==> config.mk <==
export PLATFORM = sky130hd
export DESIGN_NAME = trig_sequencer
export DESIGN_NICKNAME = d
export VERILOG_FILES = /design/src/rtl/trig_pkg.sv /design/src/rtl/angle_mod360.sv /design/src/rtl/trig_sequencer.sv
export SDC_FILE = /design/constraint.sdc
export NUM_CORES = 1
export LEC_CHECK = 0
export CAP_MARGIN = 20
export CORE_MARGIN = 2
export CORE_UTILIZATION = 36
export DETAILED_ROUTE_END_ITERATION = 10
export PLACE_DENSITY = 0.65
export SYNTH_ARGS = -nofsm -noshare
export SYNTH_HDL_FRONTEND = slang
export SYNTH_SLANG_ARGS = --single-unit
==> constraint.sdc <==
create_clock -name clk -period 2.4 [get_ports clk]
set_input_delay 0.24 -clock clk [delete_from_list [all_inputs] [get_ports clk]]
set_output_delay 0.24 -clock clk [all_outputs]
set_load 0.01 [all_outputs]
==> src/rtl/trig_pkg.sv <==
// trig_pkg: shared constants, state encoding and result type for the trig request path
package trig_pkg;
  localparam int ANGLE_W     = 10;
  localparam int LATENCY     = 3;
  localparam int MAX_ANGLE   = 999;
  localparam int DEG_FULL    = 360;
  localparam int DEG_QUARTER = 90;
  localparam logic OP_COS = 1'b0;
  localparam logic OP_SIN = 1'b1;
  typedef enum logic [2:0] {IDLE, REDUCE, MAP, WAIT, CAPTURE, DONE} state_e;
  typedef struct packed {
    logic       sign;
    logic [3:0] hund;
    logic [3:0] tens;
    logic [3:0] ones;
  } bcd_res_t;
endpackage

==> src/rtl/angle_mod360.sv <==
// angle_mod360: iterative modulo-360 reducer, one subtraction per cycle after a start load
module angle_mod360
  import trig_pkg::*;
#(
  parameter int W = 10
) (
  input  logic         clk,
  input  logic         reset,
  input  logic         start_i,
  input  logic [W-1:0] angle_i,
  output logic         ready_o,
  output logic [8:0]   angle_o
);
  logic [W-1:0] acc_q, acc_d;
  always_comb begin
    acc_d = start_i ? angle_i : (acc_q >= W'(DEG_FULL)) ? acc_q - W'(DEG_FULL) : acc_q;
  end
  always_ff @(posedge clk) begin
    if (reset) acc_q <= '0;
    else       acc_q <= acc_d;
  end
  assign ready_o = acc_q < W'(DEG_FULL);
  assign angle_o = acc_q[8:0];
endmodule

==> src/rtl/trig_sequencer.sv <==
// trig_sequencer: reduces a SIN/COS request to a cosine angle, drives the cosine unit and captures its BCD result
module trig_sequencer
  import trig_pkg::*;
#(
  parameter int ANGLE_W   = trig_pkg::ANGLE_W,
  parameter int LATENCY   = trig_pkg::LATENCY,
  parameter int MAX_ANGLE = trig_pkg::MAX_ANGLE
) (
  input  logic               clk,
  input  logic               reset,
  input  logic               start,
  input  logic               op,
  input  logic [ANGLE_W-1:0] angle,
  output logic               busy,
  output logic               done,
  output logic               err,
  output logic [8:0]         cos_number,
  input  logic               cos_sign,
  input  logic [3:0]         cos_ones,
  input  logic [3:0]         cos_tens,
  input  logic [3:0]         cos_hund,
  output logic               res_sign,
  output logic [3:0]         res_ones,
  output logic [3:0]         res_tens,
  output logic [3:0]         res_hund
);
  localparam int CW = $clog2(LATENCY) + 1;
  state_e   state_q, state_d;
  logic     op_q, op_d, err_q, err_d, mod_start, mod_ready;
  logic [CW-1:0] cnt_q, cnt_d;
  logic [8:0] num_q, num_d, red, m;
  bcd_res_t res_q, res_d;
  wire over = angle > ANGLE_W'(MAX_ANGLE);
  angle_mod360 #(.W(ANGLE_W)) u_mod (
    .clk     (clk),
    .reset   (reset),
    .start_i (mod_start),
    .angle_i (angle),
    .ready_o (mod_ready),
    .angle_o (red)
  );
  // sin(x) = cos(x-90), wrapped back into 0..359
  assign m = (op_q == OP_SIN) ? ((red >= 9'(DEG_QUARTER)) ? red - 9'(DEG_QUARTER)
                                                          : red + 9'(DEG_FULL - DEG_QUARTER)) : red;
  always_comb begin
    state_d   = state_q;
    op_d      = op_q;
    err_d     = err_q;
    cnt_d     = cnt_q;
    num_d     = num_q;
    res_d     = res_q;
    mod_start = 1'b0;
    case (state_q)
      IDLE: if (start) begin
        op_d  = op;
        err_d = over;
        if (over) begin
          res_d   = '0;
          state_d = DONE;
        end else begin
          mod_start = 1'b1;
          state_d   = REDUCE;
        end
      end
      REDUCE: state_d = mod_ready ? MAP : REDUCE;
      MAP: begin
        num_d   = m;
        cnt_d   = CW'(LATENCY - 1);
        state_d = WAIT;
      end
      WAIT: begin
        cnt_d   = cnt_q - CW'(1);
        state_d = (cnt_q <= CW'(1)) ? CAPTURE : WAIT;
      end
      CAPTURE: begin
        res_d   = '{sign: cos_sign, hund: cos_hund, tens: cos_tens, ones: cos_ones};
        state_d = DONE;
      end
      default: state_d = IDLE;
    endcase
  end
  always_ff @(posedge clk) begin
    if (reset) begin
      state_q <= IDLE;
      op_q    <= OP_COS;
      err_q   <= 1'b0;
      cnt_q   <= '0;
      num_q   <= '0;
      res_q   <= '0;
    end else begin
      state_q <= state_d;
      op_q    <= op_d;
      err_q   <= err_d;
      cnt_q   <= cnt_d;
      num_q   <= num_d;
      res_q   <= res_d;
    end
  end
  assert property (@(posedge clk) disable iff (reset) state_q == MAP |-> m < 9'(DEG_FULL));
  assign busy       = state_q != IDLE;
  assign done       = state_q == DONE;
  assign err        = err_q;
  assign cos_number = num_q;
  assign res_sign   = res_q.sign;
  assign res_hund   = res_q.hund;
  assign res_tens   = res_q.tens;
  assign res_ones   = res_q.ones;
endmodule
==> results by group <==
Place
  – Dpl cell area: roughly 2600 µm²
  – RD Place Congestion: between 0.8 and 0.9
  – HPWL after DPL: approximately 3600 µm
  – IO Port Bufs: 51
  – Placed Instances: approximately 360

CTS
  – CTS max path bufs: 2
  – Resized Gates After CTS: 0
  – Clock-pin slew on the worst setup and hold paths: around 0.09 ns
  – Root Buffer Master: clkbuf_8
  – Hold_buf cts: 0
  – CTS sink cnt: 40
  – Inserted Clock Buffers: 5
  – CTS tree: built
  – Total setup buffers inserted after CTS: 0
  – Clock latency on the worst-skew pair: just under 0.3 ns
  – H-Tree Depth: 2

Synth
  – Compound-Gate Fraction of Synth Area: approximately 25%
  – Netlist cell types: 45
  – Largest cells by area after synthesis: dfxtp_1 39%, nor2_1 7.0%, a22oi_1 5.5%
  – Main synth FF type: dfxtp_1
  – Asr flop ratio synth: 0%
  – Post-Synth XOR/XNOR Area: roughly 2.1%
  – Combinational family with the most area after synthesis: compound AO/OA/AOI/OAI gates
  – Post-synthesis sequential area ratio: about two fifths
  – Adder-cell share of the synthesized area: about 4.3%
  – Yosys reg bits: 40
  – Post-Synth Simple-Gate Area: about a fifth
  – Post-synth net total: approximately 280
  – Post-Synthesis Cells: approximately 240
  – Synthesized area: around 2000 µm²
  – Mux cell area share after synthesis: 2.99%
  – Top cell type's share of synthesized area: around 39%
  – Synth area leader: dfxtp_1
  – Yosys warning count: 0
  – EDFF count, synth: 0
  – Post-Syn Area per Cell: between 8 and 9 µm²

Timing
  – Worst slew pin tran: between 0.5 and 0.6 ns
  – Hold Slack: 0.493 ns
  – Final setup viols: 0
  – Final period utilization: a little over four fifths
  – Clk_skew: around 0.01 ns
  – Final hold violations: 0
  – Tmin final: between 2 and 2.5 ns
  – Fin Setup TNS: 0 ns
  – Worst slew margin: roughly two thirds
  – RSZ-0062 raised after global routing: false
  – Fmax: between 400 and 500 MHz
  – Slew Limit Fails: 0

Layout
  – Fin util: around half
  – Area grow syn2layout: 31.5%
  – Ant. Diodes: 0
  – Nets: between 300 and 400
  – Fillers: roughly 530
  – Register area: between 800 and 900 µm²
  – Layout cells sized above 1: approximately a tenth
  – Layout Cells excl Fill: 363
  – Finished Cell Area: approximately 2700 µm²
  – Most frequent cells in the layout: 51 x clkdlybuf4s50_1, 40 x dfxtp_1, 38 x nor2_1, 15 x a22oi_1, 15 x nand2_1
  – Multi-input gate area: between 1000 and 1500 µm²
  – Commonest non-fill, non-tap cell in the layout: clkdlybuf4s50_1

Run
  – Max cap viols: 0

Route
  – Vias per inst: 5.08
  – Initial drt markers: 80
  – Final wirelength: 4870 µm
  – Via count: ~1800
  – Pre-antenna DRT Iters: 4
  – DRC violations left: 0
  – WL/cell: around 13 µm
  – Antenna-violating nets left: 0

Min path
  – Hold crit path type: register to register
  – Hold endpoint: u_mod.acc_q[0]$_SDFFE_PP0P_
  – Hold path depth: 2
  – Hold_sp: u_mod.acc_q[0]$_SDFFE_PP0P_

Global routing
  – Total global routing overflow: 0
  – First-pass GRT wire length: 8370 µm
  – Largest net degree at the start of global routing: 17
  – Initial antenna violation count: 0
  – Overall Global Routing Usage: roughly 17%
  – Number of global-route vias before repair: between 1500 and 2000

Setup path
  – Reg2Reg Setup Slack: 0.55 ns
  – Crit path DAT: between 1.5 and 2 ns
  – CP Capture Type: output pin
  – CP Launch Type: register
  – Required time worst endpoint: 2.16 ns
  – Worst setup path class: register to output pin
  – Worst R2R Path Depth: 6
  – Crit-path max FO: 11
  – Reg2Reg Launch Point: u_mod.acc_q[4]$_SDFFE_PP0P_
  – RR Endpoint: cos_number[6]$_SDFFE_PP0P_

Die
  – Core area: around 5500 µm²
  – Row count: 27
  – Starting Density: between 30% and 40%
  – Die ar.: about 6300 µm²
  – IO Pins: 52
  – Die X: a little under 80 µm
  – Chip Height: ~79 µm

Power
  – Peak supply drop: slightly below 0.0004 V
  – Leakage: 0.926 nW
  – Power per cell area: 616 nW/µm²

Run status
  – Outcome: completed
==> worst max path at each step <==
stage	slack, ns	to	start
floorplan	0.75	cos_number[8]$_SDFFE_PP0P_	u_mod.acc_q[4]$_SDFFE_PP0P_
global placement	0.63	res_ones[0]$_SDFFE_PP0P_	angle[6]
detailed placement	0.56	cos_number[6]$_SDFFE_PP0P_	u_mod.acc_q[4]$_SDFFE_PP0P_
CTS	0.37	done	state_q[0]$_SDFFE_PP0P_
global route	0.29	done	state_q[0]$_SDFFE_PP0P_
finish	0.39	done	state_q[0]$_SDFFE_PP0P_
==> registers in the layout (all words and copies together) (netlist names) <==
register	flops
op_q	1
res_tens	4
cos_number	9
res_sign	1
res_ones	4
err	1
res_hund	4
state_q	3
cnt_q	3
u_mod.acc_q	10
==> cell type report <==
class                      instances  area share (%)
multi-input combinational        175            41.7
clock buffer                       5            2.55
timing repair buffer              55            20.0
sequential                        40            29.7
inverter                          13            1.81
clock inverter                     3           0.881
tap                               72            3.34
==> power by group <==
group	leakage, nW	internal [mW]	switching (mW)
registers	0.326	0.713	0.0791
logic	0.560	0.209	0.206
clock network	0.0404	0.206	0.249
total	0.926	1.13	0.534
==> layer usage <==
layer / part of all wire, % / GRT usage (%)
met1: 46 / 20.8
met2: 48 / 28.5
met3: 4.8 / 4.52
met4: 0.49 / 3.62
met5: 0 / 0
==> cell usage after synthesis, types with 2 or more instances <==
| cell type | instances |
|---|---|
| a211oi_1 | 6 |
| a211oi_2 | 2 |
| a21oi_1 | 13 |
| a21oi_2 | 3 |
| a22oi_1 | 15 |
| a311oi_1 | 6 |
| and2_1 | 2 |
| buf_2 | 3 |
| clkbuf_1 | 9 |
| clkbuf_2 | 2 |
| dfxtp_1 | 40 |
| ha_1 | 7 |
| inv_1 | 13 |
| mux2i_1 | 5 |
| nand2_1 | 15 |
| nand3_1 | 5 |
| nand3b_1 | 3 |
| nand4_1 | 2 |
| nor2_1 | 38 |
| nor2b_1 | 3 |
| nor3_1 | 5 |
| o21a_1 | 2 |
| o21ai_0 | 12 |
| o31ai_1 | 2 |
| or2_2 | 2 |
| or3_1 | 6 |
| xnor2_1 | 5 |
==> critical path, cell delays in order (launching register included) <==
cell and delay [ns]:
dfxtp_1 0.58, nor2b_1 0.21, and2_1 0.15, clkdlybuf4s50_1 0.53
==> stage by stage <==
| stage | power [mW] | worst slack (ns) |
|---|---|---|
| finish | 1.66 | 0.392 |
| global route | 1.78 | 0.287 |
| CTS | 1.68 | 0.371 |
| detailed placement | 1.22 | 0.565 |
| global placement | 1.22 | 0.635 |
| floorplan | 1.08 | 0.754 |
==> cell families after synthesis <==
family / Yosys count
buffers and inverters: 29
AND/OR/NAND/NOR: 87
multiplexers: 6
flip-flops: 40
adder cells (fa/ha/maj): 7
XOR/XNOR: 5
AO/OA/AOI/OAI: 70
No activity file was read; power rests on OpenSTA's default activity.
